### config.mk
export PLATFORM = sky130hd
export DESIGN_NAME = noc_vc_arbiter
export DESIGN_NICKNAME = d
export VERILOG_FILES = /design/src/rtl/noc_vc_arbiter.sv
export SDC_FILE = /design/constraint.sdc
export NUM_CORES = 1
export LEC_CHECK = 0
export CORE_ASPECT_RATIO = 1.75
export CORE_MARGIN = 4
export CORE_UTILIZATION = 35
export DETAILED_ROUTE_END_ITERATION = 8
export DONT_BUFFER_PORTS = 1
export MAX_ROUTING_LAYER = met4
export PLACE_DENSITY = 0.53
export SETUP_SLACK_MARGIN = 0.5
export SLEW_MARGIN = 20
export SYNTH_ARGS = -nofsm -noshare
export SYNTH_HDL_FRONTEND = slang
export SYNTH_SLANG_ARGS = --single-unit
### constraint.sdc
create_clock -name clk -period 6.8 [get_ports clk]
set_input_delay 2.04 -clock clk [delete_from_list [all_inputs] [get_ports clk]]
set_output_delay 2.04 -clock clk [all_outputs]
set_load 0.02 [all_outputs]
### src/rtl/noc_vc_arbiter.sv
// noc_vc_arbiter: wormhole round-robin arbiter that merges NUM_PORTS
// first-word-fall-through sources onto one router input port. It tracks
// downstream credit per VC and registers one flit per cycle.
module noc_vc_arbiter #(
    parameter int NUM_PORTS    = 4,
    parameter int WIDTH        = 16,
    parameter int NUM_VC       = 2,
    parameter int DEPTH_PER_VC = 10,
    parameter int VC_W         = (NUM_VC > 1) ? $clog2(NUM_VC) : 1
) (
    input  logic                      clk,
    input  logic                      rst,
    input  logic [NUM_PORTS*WIDTH-1:0] i_data_in,
    input  logic [NUM_PORTS-1:0]       i_ready_in,
    input  logic [NUM_PORTS*VC_W-1:0]  i_vc_in,
    output logic [NUM_PORTS-1:0]       o_read_en,
    output logic [WIDTH-1:0]           o_flit_out,
    output logic                       o_flit_valid,
    output logic [VC_W-1:0]            o_flit_vc,
    input  logic [NUM_VC-1:0]          o_credits_in,
    output logic                       o_proto_err,
    output logic                       o_credit_err
);

    localparam int CW = $clog2(DEPTH_PER_VC + 1);
    localparam int PW = (NUM_PORTS > 1) ? $clog2(NUM_PORTS) : 1;
    localparam logic [CW-1:0] CMAX = CW'(DEPTH_PER_VC);

    typedef enum logic {IDLE, LOCKED} state_t;

    state_t          state;
    logic [PW-1:0]   rr;
    logic [PW-1:0]   owner;
    logic [VC_W-1:0] lock_vc;
    logic [CW-1:0]   credit [NUM_VC];

    logic [VC_W-1:0]      vc_of [NUM_PORTS];
    logic [NUM_PORTS-1:0] elig;
    logic                 gnt_vld;
    logic [PW-1:0]        gnt_idx;
    logic [WIDTH-1:0]     gnt_flit;
    logic [VC_W-1:0]      gnt_vc;
    logic                 gnt_head;
    logic                 gnt_tail;
    logic                 consume;

    function automatic logic [PW-1:0] next_port(input logic [PW-1:0] p);
        next_port = PW'((int'(p) + 1) % NUM_PORTS);
    endfunction

    // Eligibility, round-robin / locked-owner selection and the pop strobe.
    always_comb begin
        int idx;
        idx      = 0;
        gnt_vld  = 1'b0;
        gnt_idx  = '0;
        for (int i = 0; i < NUM_PORTS; i++) begin
            vc_of[i] = (state == LOCKED) ? lock_vc : i_vc_in[i*VC_W +: VC_W];
            elig[i]  = i_ready_in[i] && (credit[vc_of[i]] != '0);
        end
        if (state == LOCKED) begin
            if (elig[owner]) begin
                gnt_vld = 1'b1;
                gnt_idx = owner;
            end
        end else begin
            for (int k = 0; k < NUM_PORTS; k++) begin
                idx = (int'(rr) + k) % NUM_PORTS;
                if (!gnt_vld && elig[idx]) begin
                    gnt_vld = 1'b1;
                    gnt_idx = PW'(idx);
                end
            end
        end
        if (rst) gnt_vld = 1'b0;
        gnt_flit = i_data_in[int'(gnt_idx)*WIDTH +: WIDTH];
        gnt_vc   = vc_of[gnt_idx];
        gnt_head = gnt_flit[WIDTH-1];
        gnt_tail = gnt_flit[WIDTH-2];
        // A stray non-head flit in IDLE is popped but never forwarded.
        consume  = gnt_vld && ((state == LOCKED) || gnt_head);
        o_read_en = '0;
        if (gnt_vld) o_read_en[gnt_idx] = 1'b1;
    end

    // Per-VC credit counters; simultaneous grant and return cancel out.
    always_ff @(posedge clk) begin
        if (rst) begin
            for (int v = 0; v < NUM_VC; v++) credit[v] <= CMAX;
            o_credit_err <= 1'b0;
        end else begin
            for (int v = 0; v < NUM_VC; v++) begin
                if (o_credits_in[v] && !(consume && gnt_vc == VC_W'(v))) begin
                    if (credit[v] == CMAX) o_credit_err <= 1'b1;
                    else                   credit[v] <= credit[v] + 1'b1;
                end else if (!o_credits_in[v] && consume && gnt_vc == VC_W'(v)) begin
                    credit[v] <= credit[v] - 1'b1;
                end
            end
        end
    end

    // Wormhole FSM, rr pointer and registered flit outputs.
    always_ff @(posedge clk) begin
        if (rst) begin
            state        <= IDLE;
            rr           <= '0;
            owner        <= '0;
            lock_vc      <= '0;
            o_flit_out   <= '0;
            o_flit_valid <= 1'b0;
            o_flit_vc    <= '0;
            o_proto_err  <= 1'b0;
        end else begin
            o_flit_valid <= consume;
            if (consume) begin
                o_flit_out <= gnt_flit;
                o_flit_vc  <= gnt_vc;
            end
            if (gnt_vld) begin
                case (state)
                    IDLE: begin
                        if (!gnt_head) begin
                            o_proto_err <= 1'b1;
                            rr          <= next_port(gnt_idx);
                        end else if (gnt_tail) begin
                            rr <= next_port(gnt_idx);
                        end else begin
                            state   <= LOCKED;
                            owner   <= gnt_idx;
                            lock_vc <= gnt_vc;
                        end
                    end
                    LOCKED: begin
                        if (gnt_tail) begin
                            state <= IDLE;
                            rr    <= next_port(owner);
                        end
                    end
                    default: state <= IDLE;
                endcase
            end
        end
    end

endmodule

==> metrics.cfg, run 1 <==
[layout]
layout.nets = 385
antenna_cells = 0
drive_above_1_share_pct = 13.82
final_util_pct = 40.32
syn_to_final_growth_pct = 11.05

[sta]
fin_crit_ns = 6.155
drv_slew = 0
finalSetupTns_ns = 0
max_slew_margin_pct = 37.06
rsz0062_at_grt = false
tightest_slew_ns = 0.9428
finalSetupViolCount = 0
finalCritPeriodShare_pct = 90.51
fin_worst_skew_ns = 0.003240
max_freq_mhz = 162.5
hold_violations = 0

[drt]
vias = 2433
vias_per_cell = 6.271
wirelength_um = 7803
firstDrtPassIters = 7
drc_errors = 0
drtIter0Drc = 193
drtAntennaViolNets = 0
wl_per_cell_um = 20.11

[floorplanning]
io_pins = 100
dieArea_sq_um = 8694
start_util_pct = 36.31
rows = 40
die_h_um = 120.4
fp.dieW_um = 72.22
core-area_sq_um = 6957

[global_route]
grt_max_degree = 31
grt_pass1_wl_um = 12080
grt_pass1_vias = 2453
antenna_found_initial = 0
grt_usage_pct = 18.34
grt-ovfl-total = 0

[hold_path]
hold_class = reg2reg

[status]
status = complete, no violations

[yosys]
yosys_warnings = 0
synth.most_common_cell = nor2_1
syn_nets = 388
synth-edff-count = 8
synthTopCellsByArea = dfxtp_1 (21%), edfxtp_1 (9.5%), a222oi_1 (5.9%), nor2_1 (5.9%), a21oi_1 (5.3%)
ys_seq_elements = 34
syn_area_per_cell_sq_um = 8.255
synth_top_area_cell = dfxtp_1
ys_top_cells_by_count = nor2_1 (40), a21oi_1 (27), dfxtp_1 (26)
synthArstFlopShare_pct = 0
synth_cells = 306
syn_area_sq_um = 2526
seq_area_frac_synth_pct = 30.11
synth_top_area_share_pct = 20.60
synth_ff_type = dfxtp_1
yosysUniqueCellTypes = 60

[cts]
clock_path_buffers = 2
post-cts-setup-buffers = 0
htreeDepth = 2
cts_buffers = 5
insertion_delay_ns = 0.28
clockRootBuffer = clkbuf_16
cts_tree = yes
cts_sinks = 34
clkTransAtPathRegs_ns = 0.05

[pwr]
peakVddDrop_mv = 0.2087
powerDensity_nw_per_um2 = 333.7
p_leak_nw = 1.034
p_total_uw = 936.1

[critical_path]
critPathLaunchType = primary input
cp_slowest_cell = a311o_1
worst-path-buf-inv = 0
critPathMaxStageDelay_ns = 0.37
path_cells = mux2i_1, mux2i_1, nand2_1, mux2_2, a311o_1, nor2_1, and2_1
cpMostUsedCell = mux2i_1
path_delay_family = multiplexers
end_kind = primary output
required_ns = 4.76
worstPathMaxFanout = 5
cp.arrival_ns = 4.11
criticalPathCategory = in2out

[place]
port_buffers = 0
hpwl_um = 6137
gp_congestion = 0.9085

[run]
maxCapViolations = 0

area by class of cell:
type / count / area (sq um)
Fill cell: 738 / 4151
Multi-Input combinational cell: 240 / 1679
Sequential cell: 34 / 760.7
Clock buffer: 7 / 142.6
Tap cell: 84 / 105.1
Timing Repair Buffer: 8 / 60.06
Inverter: 14 / 52.55
Clock inverter: 1 / 5.005
layout by cell type, fill, tap and decap left out, types with 5 or more instances in the layout:
cell       synthesis  layout
a211oi_1          16      16
o21ai_0            6       6
buf_4              1       8
a21oi_1           27      27
mux2i_1           10      10
dfxtp_1           26      26
nor2_1            40      40
nor2b_1            8       6
nand2_1           19      19
inv_1             13      13
ha_1               5       5
edfxtp_1           8       8
nor3_1             7       6
nand3_1           10      10
clkbuf_16          0       5
a222oi_1          15      15
and2_1             5       5
layer usage:
layer | part of all wire [%] | vias up | global-route usage (%)
li1 | - | 1155 | -
met1 | 36 | 1122 | 18.75
met2 | 52 | 138 | 32.13
met3 | 9.1 | 18 | 4.326
met4 | 3.0 | 0 | 8.824
met5 | 0 | - | -
sequential cells by signal, indices dropped and copies added, names as in the netlist, 2 cells and up:
register / cells
o_flit_out: 16
credit: 8
owner: 2
rr: 2
final timing paths:
check / from / endpoint / slack [ns] / depth (start not counted)
setup / recovery: i_vc_in[1] / o_read_en[0] / 0.65 / 7
setup reg to reg: state / credit[0][3] / 1.73 / 15
hold reg to reg: rr[0] / rr[0] / 0.56 / 2
hold / removal: rr[0] / rr[0] / 0.56 / 2
per-stage QoR:
step | instance area [sq um] | std cells | hold slack [ns] | setup WS (ns)
after floorplan | 2536 | 306 | 0.4990 | 0.5341
after detailed placement | 2639 | 380 | 0.5429 | 0.6527
after global routing | 2805 | 388 | 0.5893 | 0.4792
after global placement | 2639 | 380 | 0.5444 | 0.6411
after CTS | 2786 | 388 | 0.5512 | 0.6457
final | 2805 | 388 | 0.5564 | 0.6454
tightest hold or removal path, stage by stage (launching register included):
cell and delay, ns:
dfxtp_1 0.37, nand2_1 0.08, a21oi_1 0.06
report_power, final:
group / switching (mW) / leakage [nW] / total [mW] / internal [mW]
Sequential: 0.0999 / 0.289 / 0.362 / 0.262
Clock: 0.0816 / 0.0739 / 0.227 / 0.145
Combinational: 0.197 / 0.671 / 0.347 / 0.150
Total: 0.379 / 1.03 / 0.936 / 0.557
what timing repair did:
action	CTS	global route
hold buffers	0	0
endpoints found under the setup margin	0	2
gates resized for setup	0	2
cells by family after synthesis:
logic type | after synthesis | share of synthesized area (%)
simple gates | 111 | 22.24
compound gates | 101 | 30.21
flops | 34 | 30.11
buf+inv | 32 | 4.953
mux | 17 | 7.479
fa+ha+maj | 6 | 3.269
xor+xnor | 5 | 1.733
(Power assumes the default switching activity.)
==> run 2, diff against run 1 <==
--- a/config.mk
+++ b/config.mk
@@ -5,6 +5,7 @@
 export SDC_FILE = /design/constraint.sdc
 export NUM_CORES = 1
 export LEC_CHECK = 0
+export ABC_AREA = 1
 export CORE_ASPECT_RATIO = 1.75
 export CORE_MARGIN = 4
 export CORE_UTILIZATION = 35
==> constraint.sdc (replaced) <==
create_clock -name clk -period 6.8 [get_ports clk]
set_input_delay 2.04 -clock clk [delete_from_list [all_inputs] [get_ports clk]]
set_output_delay 2.04 -clock clk [all_outputs]
set_load 0.05 [all_outputs]
==> run 2 against run 1 <==
- total power is 98% higher
- global-route usage shrank 0.55 points
- register-to-register slack better by 0.84 ns
- count of clock-buffer cells in the layout down 2
- critical path depth is 11 higher
- core utilization down 0.18 points
- largest power group is now combinational cells
- largest cell class unchanged
- cell count increased by 16%
- routed wire length down 8.1%
- fmax increased by 2.7%
- sequential share of layout area increased by 0.52 points
- sequential power rose by 67%
- die area decreased by 2.3%
==> metrics.cfg, run 2 <==
[pwr]
p_leak_nw = 1.212
powerDensity_nw_per_um2 = 672.5
peakVddDrop_mv = 0.2894

[floorplanning]
fp.dieW_um = 71.41
io_pins = 100
start_util_pct = 35.91
core-area_sq_um = 6857
dieArea_sq_um = 8494
rows = 40
die_h_um = 119.0

[global_route]
grt_pass1_wl_um = 11780
grt-ovfl-total = 0
grt_max_degree = 33
grt_usage_pct = 17.79
grt_pass1_vias = 2531
antenna_found_initial = 0

[sta]
max_freq_mhz = 166.9
fin_crit_ns = 5.991
finalSetupTns_ns = 0
rsz0062_at_grt = false
finalCritPeriodShare_pct = 88.10
hold_violations = 0
finalSetupViolCount = 0
tightest_slew_ns = 0.5444
max_slew_margin_pct = 63.66
fin_worst_skew_ns = 0.003731
drv_slew = 0

[critical_path]
required_ns = 4.76
cp_slowest_cell = or2_2
cpMostUsedCell = nand2_1
criticalPathCategory = in2out
cp.arrival_ns = 3.95
critPathLaunchType = primary input
r2r_slack_ns = 2.57
critPathMaxStageDelay_ns = 0.30
worstPathMaxFanout = 7
end_kind = primary output
path_cells = nand2_1, nand2_1, nor2_1, nor2_2, nand3_1, nand2_1, nand2_1, nand2_1, nand2_1, nand2_1, nor2_1, nand2_1, nand2_2, o21ai_2, inv_2, or2_2, nor2_1, buf_4

[yosys]
synthTopCellsByArea = dfxtp_1 (21%), nand2_1 (16%), edfxtp_1 (9.8%), nand3_1 (7.9%), nor2_1 (5.0%)
yosysUniqueCellTypes = 33
synthSimpleGateAreaFrac_pct = 39.53
synth_cells = 362
ys_seq_elements = 34
synthArstFlopShare_pct = 0
synth-edff-count = 8
syn_nets = 444
synth_top_area_share_pct = 21.14
synth_top_area_cell = dfxtp_1
synthMuxAreaShare_pct = 0
synth_ff_type = dfxtp_1
syn_area_per_cell_sq_um = 6.802
synth_xor_area_share_pct = 2.490
ys_top_cells_by_count = nand2_1 (108), nand3_1 (39), nor2_1 (33)
synth.most_common_cell = nand2_1
seq_area_frac_synth_pct = 30.89
synthAdderAreaFrac_pct = 3.354
syn_area_sq_um = 2462
synth_compound_area_share_pct = 16.06
yosys_warnings = 0
synth_top_family_by_area = simple AND/OR/NAND/NOR gates

[cts]
cts_tree = yes
cts_sinks = 34
clockRootBuffer = clkbuf_16
cts_buffers = 5
clock_path_buffers = 2
insertion_delay_ns = 0.28
clkTransAtPathRegs_ns = 0.05
htreeDepth = 2

[layout]
reg.largest.list = o_flit_out (16), credit (8)
layout_commonest_cell = nand2_1
syn_to_final_growth_pct = 11.79
nFillCells = 721
drive_above_1_share_pct = 13.86
finalInstanceArea_sq_um = 2753
largest_reg_flops = 16
most-common-layout-cells = nand2_1 (108), nand3_1 (39), nor2_1 (32), dfxtp_1 (26), inv_1 (25)
antenna_cells = 0
layout.nets = 450
largest-register = o_flit_out

[place]
port_buffers = 0
hpwl_um = 5569
place_area_sq_um = 2572
gp_congestion = 0.8958

[drt]
wirelength_um = 7172
drtAntennaViolNets = 0
firstDrtPassIters = 4
drc_errors = 0
vias_per_cell = 5.465
vias = 2470
drtIter0Drc = 122
wl_per_cell_um = 15.87

[hold_path]
hold_class = reg2reg

[status]
status = complete, no violations

[run]
maxCapViolations = 0

run 2: changes by cell type in the layout (fill, tap and decap cells not counted), moves of 13 or more:
cell	change
a211oi_1	-16
a21oi_1	-21
a222oi_1	-15
a41oi_1	+13
nand2_1	+89
nand3_1	+29
o21ai_1	+13
run 2: kinds of logic after synthesis:
group	Yosys count
buf+inv	44
simple gates	213
compound gates	58
fa+ha+maj	6
xor+xnor	7
flops	34
run 2: metal layers:
metal  GRT usage [%]  vias to the layer above  share of wire, %
met1           18.19                     1089                38
li1                -                     1250                 -
met2           31.45                      117                52
met5               -                        -                 0
met3           4.476                       14               7.8
met4           7.529                        0               2.3
run 2: stage by stage:
step / power [mW] / std cells / worst slack (ns) / hold WS (ns) / utilization (%)
after global placement: 1.582 / 443 / 0.6182 / 0.4896 / 37.52
after detailed placement: 1.587 / 443 / 0.5686 / 0.4965 / 37.52
after CTS: 1.846 / 450 / 0.5702 / 0.5038 / 39.84
after global routing: 2.025 / 452 / 0.5504 / 0.5408 / 40.15
final: 1.851 / 452 / 0.8092 / 0.5037 / 40.15
after floorplan: 1.357 / 362 / 0.5737 / 0.4757 / -
run 2: path summary, 6_finish.rpt:
kind | start | to | depth (start not counted)
hold reg to reg | lock_vc | lock_vc | 2
setup reg to reg | credit[1][0] | credit[0][3] | 25
hold / removal | lock_vc | lock_vc | 2
setup / recovery | i_vc_in[1] | o_read_en[2] | 18
run 2: what timing repair did:
action,in CTS,in global routing
gates resized for setup,0,3
hold endpoints to repair,0,0
setup endpoints to repair,0,2
hold buffers,0,0
buffers inserted,0,2
run 2: cell type report:
type | instances | area, sq um | share of cell area (%)
inverters | 33 | 128.9 | 4.682
repair buffers | 10 | 75.07 | 2.727
flip-flops and latches | 34 | 760.7 | 27.64
multi-input cells | 284 | 1524 | 55.36
clock buffers | 5 | 125.1 | 4.545
clock inverters | 2 | 33.78 | 1.227
well taps | 84 | 105.1 | 3.818
run 2: power breakdown:
part           switching, mW  internal (mW)
logic                  0.680          0.318
clock network         0.0812          0.169
registers              0.287          0.317
total                   1.05          0.803
run 2: worst max-delay path, delay by kind of cell:
| kind | cells | cell delay [ns] |
|---|---|---|
| compound gates | 1 | 0.11 |
| simple gates | 15 | 1.51 |
| buf+inv | 2 | 0.27 |
==> RTL edit, RTL diff (config.mk and constraints of run 1) <==
The parameter `WIDTH` goes from 16 to 24.
--- a/src/rtl/noc_vc_arbiter.sv
+++ b/src/rtl/noc_vc_arbiter.sv
@@ -4,5 +4,5 @@
 module noc_vc_arbiter #(
     parameter int NUM_PORTS    = 4,
-    parameter int WIDTH        = 16,
+    parameter int WIDTH        = 24,
     parameter int NUM_VC       = 2,
     parameter int DEPTH_PER_VC = 10,
Interface: changed (resized i_data_in and o_flit_out); port bits go from 100 to 140. The function was not compared with the original's and may differ.
==> RTL edit against run 1 <==
Register-to-register slack better by 420 ps. Setup slack better by 250 ps. Final area is 13% higher. Clock skew is 0.80 ps higher. Count of clock-buffer cells in the layout is 1 lower. Utilization is 0.87 points lower. Hold slack worse by 37 ps. Via count is 14% higher. Area after synthesis is 16% higher. Routed wire length is 19% higher. Sequential cell count is 8 higher. Largest cell class unchanged. Highest routed layer unchanged.
Power is not compared: it rests on default switching activity, and its combinational part moved more than twofold at a synthesized area within 25%.
==> RTL edit: results (changes against run 1) <==
* Final net count at 448 (+16%)
* CTS buffer count at 5 (unchanged)
* Post-synth top cells: nor2_1 (43), nand2_1 (37), dfxtp_1 (34), a222oi_1 (22), a311oi_1 (22)
* Post-synth EDFFs at 8 (unchanged)
* RePlAce Congestion at 0.806 (-11%)
* Pin count of the biggest net entering global routing at 54 (+74%)
* Delay-heaviest family, CP: simple AND/OR/NAND/NOR gates
* Drt first pass iters at 5 (-2)
* Fillers at 838 (+14%)
* R2R Setup Slk at 2150 ps (+420 ps)
* Placed cells at 417 (+9.7%)
* Worst-skew pair later-pin latency at 290 ps
* Biggest regs: o_flit_out x24, credit x8
* Fraction of layout cells with a size suffix above 1 at 11.0% (-2.8 points)
* P_int at 0.831 mW
* PortBufs at 0 (unchanged)
* Final core occ at 39.5% (-0.87 points)
* Drt initial violations at 189 (-2.1%)
* Non-filler instance count after layout at 427 (+10%)
* Post-Syn Nets at 454 (+17%)
* Post-Synthesis Cells at 340 (+11%)
* CTS Buffer Depth at 2 (unchanged)
* Yosys Warn Count at 0 (unchanged)
* CP max stage delay at 440 ps (+70 ps)
* P_leak at 1.10 nW
* First-pass GRT wire length at 14800 microns (+22%)
* Initial antenna violation count at 2 (+2)
* Worst Skew at 4.04 ps (+0.797 ps)
* Crit path DAT at 3860 ps (-250 ps)
* Dpl cell area at 0.00302 sq mm (+14%)
* Hold_ws at 519 ps (-37.1 ps)
* Vias in the first global route at 2936 (+20%)
* Post-synthesis async set-or-reset flop share at 0% (unchanged)
* Status: completed
* Wire per inst at 21.8 microns (+8.5%)
* CTS root buffer: clkbuf_16
* VDD IR max at 0.000199 V
* Max-slew headroom at 44.7% (+7.6 points)
* CP max FO at 5 (unchanged)
* Post-synthesis sequential area ratio at 31.5% (+1.4 points)
* Synth top area cells: dfxtp_1 (23%), edfxtp_1 (8.2%), a222oi_1 (7.5%), a311oi_1 (6.6%), nor2_1 (5.5%)
* Vias post-DR at 2781 (+14%)
* Final HPWL DP at 7380 microns (+20%)
* Placement Setup Slack at 902 ps (+249 ps)
* Period Utilization, post-route at 86.8% (-3.7 points)
* Number of library cell types mapped by synthesis at 69 (+15%)
* GRT Total Usage at 19.4% (+1.1 points)
* Slowest CP cell: nor4b_2
## RTL edit: cell types whose count changed after synthesis, sizes merged, moves of 5 or more
cell,run 1,this run
o21ai,8,13
dfxtp,26,34
nand2,20,37
nor2b,8,0
a222oi,15,22
a211oi,17,5
a311oi,0,22
a21oi,27,9
## RTL edit: layout make-up
cell class,instances,share of cell area [%]
Antenna cell,2,0.158
Clock inverter,2,0.435
Clock buffer,6,4.07
Timing Repair Buffer,7,1.66
Inverter,15,1.78
Sequential cell,42,29.1
Multi-Input combinational cell,263,59.2
Tap cell,90,3.56
## RTL edit: path summary, 6_finish.rpt
check | endpoint | cells past startpoint | from
hold / removal | owner[0]$_SDFFE_PP0P_ | 2 | owner[0]$_SDFFE_PP0P_
setup reg to reg | credit[0][3]$_SDFFCE_PP1P_ | 14 | state$_SDFFE_PP0P_
setup / recovery | o_read_en[2] | 7 | i_vc_in[1]
hold reg to reg | owner[0]$_SDFFE_PP0P_ | 2 | owner[0]$_SDFFE_PP0P_
## RTL edit: routing by layer
| layer | global-route usage [%] | up-vias | part of all wire [%] | wire length [microns] |
|---|---|---|---|---|
| met5 | - | - | 0 | 0 |
| met4 | 9.12 | 0 | 3.3 | 308 |
| met3 | 5.04 | 15 | 8.2 | 760 |
| met2 | 35.9 | 138 | 54 | 5000 |
| met1 | 18.6 | 1290 | 35 | 3250 |
| li1 | - | 1338 | - | - |
## RTL edit: cells by family after synthesis
group / count (synthesis) / share of synthesized area [%]
AO/OA/AOI/OAI: 116 / 33.5
XOR/XNOR: 4 / 1.20
adder cells (fa/ha/maj): 6 / 2.83
buffers and inverters: 35 / 4.84
flip-flops: 42 / 31.5
multiplexers: 16 / 5.79
AND/OR/NAND/NOR: 121 / 20.3
